==> src/rtl/addsub16_seq.sv <==
// addsub16_seq: nibble-serial two's-complement add/subtract.
// One 4-bit ripple-carry slice is reused over WIDTH/4 cycles. Operand B is
// inverted at load time for subtraction and the initial carry-in is set to 1.

// 4-bit ripple-carry adder slice (purely combinational).
module addsub16_seq_slice (
  input  logic [3:0] i_a,
  input  logic [3:0] i_b,
  input  logic       i_cin,
  output logic [3:0] o_sum,
  output logic       o_cout
);
  logic [4:0] w_c;

  // Ripple the carry through four full-adder cells.
  always_comb begin
    w_c    = '0;
    o_sum  = '0;
    w_c[0] = i_cin;
    for (int i = 0; i < 4; i++) begin
      o_sum[i]  = i_a[i] ^ i_b[i] ^ w_c[i];
      w_c[i+1]  = (i_a[i] & i_b[i]) | (w_c[i] & (i_a[i] ^ i_b[i]));
    end
    o_cout = w_c[4];
  end
endmodule

module addsub16_seq #(
  parameter int WIDTH = 16
) (
  input  logic             clk,
  input  logic             rst,
  input  logic             start,
  input  logic             sub,
  input  logic [WIDTH-1:0] A,
  input  logic [WIDTH-1:0] B,
  output logic             ready,
  output logic             busy,
  output logic             done,
  output logic [WIDTH-1:0] Sum,
  output logic             Cout,
  output logic             Ovf
);
  localparam int NIBBLES = WIDTH / 4;
  localparam int IDX_W   = (NIBBLES > 1) ? $clog2(NIBBLES) : 1;
  localparam logic [IDX_W-1:0] LAST = IDX_W'(NIBBLES - 1);

  typedef enum logic {S_IDLE, S_RUN} state_t;

  state_t           r_state;
  logic [IDX_W-1:0] r_idx;
  logic             r_carry;
  logic             r_busy;
  logic             r_done;
  logic [WIDTH-1:0] r_sum;
  logic             r_cout;
  logic             r_ovf;
  logic [WIDTH-1:0] r_opA;
  logic [WIDTH-1:0] r_opB;
  logic [WIDTH-1:0] r_res;

  logic [3:0]       w_nib_a;
  logic [3:0]       w_nib_b;
  logic [3:0]       w_sum;
  logic             w_cout;
  logic             w_last;
  logic             w_load;
  logic             w_ovf;
  logic [WIDTH-1:0] w_res_next;

  assign w_nib_a    = r_opA[{r_idx, 2'b00} +: 4];
  assign w_nib_b    = r_opB[{r_idx, 2'b00} +: 4];
  assign w_last     = (r_state == S_RUN) && (r_idx == LAST);
  // A new request is taken in IDLE, or at the edge that finishes the last
  // nibble so that back-to-back operations have no dead cycle.
  assign w_load     = start && ((r_state == S_IDLE) || w_last);
  // Result register shifts right: after NIBBLES shifts nibble 0 sits at the bottom.
  assign w_res_next = {w_sum, r_res[WIDTH-1:4]};
  // Signed overflow: operands (B already conditioned) agree in sign, result differs.
  assign w_ovf      = (r_opA[WIDTH-1] == r_opB[WIDTH-1]) && (w_sum[3] != r_opA[WIDTH-1]);

  addsub16_seq_slice u_slice (
    .i_a    (w_nib_a),
    .i_b    (w_nib_b),
    .i_cin  (r_carry),
    .o_sum  (w_sum),
    .o_cout (w_cout)
  );

  // Operand latching and result assembly; datapath needs no reset.
  always_ff @(posedge clk) begin
    if (w_load) begin
      r_opA <= A;
      r_opB <= sub ? ~B : B;
      r_res <= '0;
    end else if (r_state == S_RUN) begin
      r_res <= w_res_next;
    end
  end

  // Sequencer FSM: nibble index, carry chain, completion flags and outputs.
  always_ff @(posedge clk) begin
    if (rst) begin
      r_state <= S_IDLE;
      r_idx   <= '0;
      r_carry <= 1'b0;
      r_busy  <= 1'b0;
      r_done  <= 1'b0;
      r_sum   <= '0;
      r_cout  <= 1'b0;
      r_ovf   <= 1'b0;
    end else begin
      r_done <= 1'b0;
      if (w_last) begin
        r_sum  <= w_res_next;
        r_cout <= w_cout;
        r_ovf  <= w_ovf;
        r_done <= 1'b1;
      end
      if (w_load) begin
        r_state <= S_RUN;
        r_busy  <= 1'b1;
        r_idx   <= '0;
        r_carry <= sub;
      end else if (w_last) begin
        r_state <= S_IDLE;
        r_busy  <= 1'b0;
        r_idx   <= '0;
        r_carry <= 1'b0;
      end else if (r_state == S_RUN) begin
        r_idx   <= r_idx + IDX_W'(1);
        r_carry <= w_cout;
      end
    end
  end

  assign busy  = r_busy;
  assign ready = ~r_busy;
  assign done  = r_done;
  assign Sum   = r_sum;
  assign Cout  = r_cout;
  assign Ovf   = r_ovf;
endmodule

==> config.mk <==
export PLATFORM = sky130hd
export DESIGN_NAME = addsub16_seq
export DESIGN_NICKNAME = d
export VERILOG_FILES = /design/src/rtl/addsub16_seq.sv
export SDC_FILE = /design/constraint.sdc
export NUM_CORES = 1
export LEC_CHECK = 0
export BUFFER_PORTS_ARGS = -buffer_cell sky130_fd_sc_hd__buf_2
export CAP_MARGIN = 20
export CORE_MARGIN = 10
export CORE_UTILIZATION = 47
export DETAILED_ROUTE_END_ITERATION = 10
export GPL_ROUTABILITY_DRIVEN = 0
export PLACE_DENSITY = 0.72
export REMOVE_ABC_BUFFERS = 1
export SYNTH_ARGS = -nofsm -noshare
export SYNTH_HDL_FRONTEND = slang
export SYNTH_SLANG_ARGS = --single-unit
export TNS_END_PERCENT = 1
==> constraint.sdc <==
create_clock -name clk -period 3.63 [get_ports clk]
set_clock_uncertainty 0.05 [all_clocks]
set_input_delay 0.1815 -clock clk [delete_from_list [all_inputs] [get_ports clk]]
set_output_delay 0.1815 -clock clk [all_outputs]
set_load 0.05 [all_outputs]
==> results.json <==
{
  "syn_area_mm2": 0.00262,
  "n_fill_cell": 445,
  "end_kind": "register",
  "grt_max_degree": 47,
  "cts_tree": "yes",
  "antenna_found_initial": 0,
  "route.detailed.drc": 0,
  "dieWidth_um": 94.6,
  "pre_cts_slack_ns": 0.632,
  "multiInputGateArea_um2": 860,
  "finalCritPeriodShare_pct": 82.6,
  "crit_chain": "mux4_2 -> fa_1 -> fa_1 -> inv_1 -> fa_1 -> fa_1 -> and3_1 -> nor2_1 -> o21ai_1",
  "p_sw_mw": 0.372,
  "ant_nets": 0,
  "cp.arrival_ns": 3.17,
  "grtUsageTotal_pct": 11.8,
  "rsz0062_at_grt": "no",
  "synth_top_cell_by_area": "edfxtp_1",
  "die_y_um": 94.6,
  "place.detailed.hpwl_um": 3360,
  "maxSlewHeadroom_pct": 40.1,
  "crit_path_max_fanout": 4,
  "cts_buffers": 9,
  "clk_latency_ns": 0.34,
  "crit_family": "adder cells",
  "grt_pass1_wl_um": 8160,
  "worstPathRequired_ns": 3.80,
  "fin_setup_tns_ns": 0,
  "htreeDepth": 3,
  "dr.pass1.iters": 4,
  "outcome": "complete, no violations",
  "ys_seq_area_share_pct": 63.5,
  "synthCells": 179,
  "start_kind": "register",
  "swShare_pct": 23.3,
  "r2r_setup_slack_ns": 0.63,
  "p_comb_share_pct": 11.2,
  "hold_viol_final": 0,
  "powerDensity_mw_per_mm2": 481,
  "drtIter0Drc": 44,
  "ir_drop_mv": 0.243,
  "overflow": 0,
  "rows": 27,
  "start_util_pct": 48.1,
  "detail_route.wl_per_cell_um": 14.7,
  "yosysWarnings": 0,
  "final_cell_mix": "56 x buf_2, 35 x dfxtp_1, 32 x edfxtp_1",
  "vias_per_cell": 4.78,
  "grt_pass1_vias": 1713,
  "max-cap-violations": 0,
  "min_path_type": "input port to register",
  "drive_above_1_share_pct": 32.1,
  "final_core_util_pct": 60.8,
  "ys_seq_elements": 67,
  "vias": 1597,
  "final_common_cell": "buf_2",
  "layout.nets": 298,
  "diodes": 0,
  "p_seq_share_pct": 54.3,
  "p_leak_nw": 1.39,
  "netlist_top_cells_area": "edfxtp_1 37%, dfxtp_1 27%, mux4_2 6.9%",
  "cts_root_buf": "clkbuf_8",
  "crit_type": "register to register",
  "clockPowerShare_pct": 34.4,
  "ios": 57,
  "cts.sinks": 67,
  "core_mm2": 0.00544,
  "synth_area_per_cell_um2": 14.6,
  "fmax_ghz": 0.333,
  "area_delta_synth_final_pct": 26.6,
  "slowest_stage": "mux4_2",
  "crit_top_cell": "fa_1",
  "setup_slack_ns": 0.631,
  "period_minus_slack_ns": 3.00,
  "seq_area_mm2": 0.00166,
  "tightest_slew_ns": 0.898,
  "wl_um": 4920,
  "max_stage_delay_ns": 0.54,
  "report.power.total_mw": 1.59,
  "clk_pin_slew_ns": 0.07,
  "design_area_mm2": 0.00331,
  "cp_num_buf_inv": 1,
  "finalSetupViolCount": 0,
  "p_int_mw": 1.22,
  "synthDominantCellAreaShare_pct": 36.7,
  "ys_types": 29,
  "dpl-instance-area_mm2": 0.00295,
  "die_area_mm2": 0.00895,
  "ctsLongestPathBuffers": 2,
  "drv_slew": 0,
  "port_buffers": 56
}
==> worst paths after layout <==
kind | to | from | cells past startpoint
hold / removal | busy | start | 3
hold reg to reg | Cout | Cout | 2
setup / recovery | Ovf | r_idx[0] | 9
setup reg to reg | Ovf | r_idx[0] | 9
==> sequential cells by signal (all words and copies together), names as in the netlist <==
name     flops
Ovf          1
busy         1
done         1
r_opA       16
r_carry      1
Sum         16
Cout         1
r_res       12
r_opB       16
r_idx        2
==> layout make-up <==
class,count,share of cell area [%]
Sequential cell,67,50.2
Tap cell,72,2.72
Inverter,8,0.945
Clock inverter,2,0.302
Timing Repair Buffer,77,14.9
Clock buffer,14,4.95
Multi-Input combinational cell,94,26.0
==> routing by layer <==
layer / up-vias / track usage, % / share of wire, %
li1: 801 / - / -
met5: - / 0 / 0
met1: 737 / 13.4 / 43
met2: 51 / 18.2 / 47
met4: 0 / 6.73 / 1.9
met3: 8 / 5.47 / 8.8
==> synthesized netlist by cell type (all sizes together) <==
| library cell | n |
|---|---|
| a21oi | 1 |
| edfxtp | 32 |
| nor3b | 2 |
| o21ai | 4 |
| ha | 1 |
| nor2b | 2 |
| fa | 4 |
| mux2i | 11 |
| nor2 | 15 |
| or2 | 1 |
| xor2 | 16 |
| inv | 7 |
| clkbuf | 1 |
| mux4 | 8 |
| nor3 | 2 |
| nand2b | 1 |
| dfxtp | 35 |
| nand2 | 5 |
| and3 | 1 |
| a22oi | 1 |
| a22o | 14 |
| a211oi | 3 |
| buf | 9 |
| nand3 | 1 |
| clkinv | 1 |
| xnor2 | 1 |
==> what timing repair did <==
item | 4_1_cts | 5_1_grt
gates resized for setup | 0 | 0
setup buffers | 0 | 0
endpoints found under the hold margin | 18 | 0
hold buffers | 17 | 0
==> worst reg2reg max path, delay by kind of cell (launching register included) <==
family	cells	cell delay, ns
simple gates	2	0.31
flops	1	0.40
mux	1	0.54
fa+ha+maj	4	1.44
compound gates	1	0.06
buf+inv	1	0.09
==> cell families (layout without fill, tap and decap cells) <==
family                   Yosys count  in the layout  share of synthesized area, %
buffers and inverters             18            101                          3.78
flip-flops                        67             67                          63.5
XOR/XNOR                          17             17                          5.69
AO/OA/AOI/OAI                     23             23                          6.94
AND/OR/NAND/NOR                   30             30                          5.41
adder cells (fa/ha/maj)            5              5                          3.54
multiplexers                      19             19                          11.1
==> power by group through the flow <==
stage / clock network (mW) / registers [mW] / logic [mW]
after floorplan: 0 / 0.886 / 0.101
after global placement: 0 / 0.881 / 0.159
after detailed placement: 0 / 0.883 / 0.165
after CTS: 0.560 / 0.866 / 0.179
after global routing: 0.591 / 0.871 / 0.205
final: 0.549 / 0.865 / 0.179
==> per-stage QoR <==
stage          hold WS [ns]  instances
6_report             0.0811        334
3_5_place_dp          0.310        300
2_1_floorplan         0.204        169
5_1_grt              0.0808        334
3_3_place_gp          0.308        300
4_1_cts              0.0701        333
Note: power is estimated with default switching activity, not from simulation.
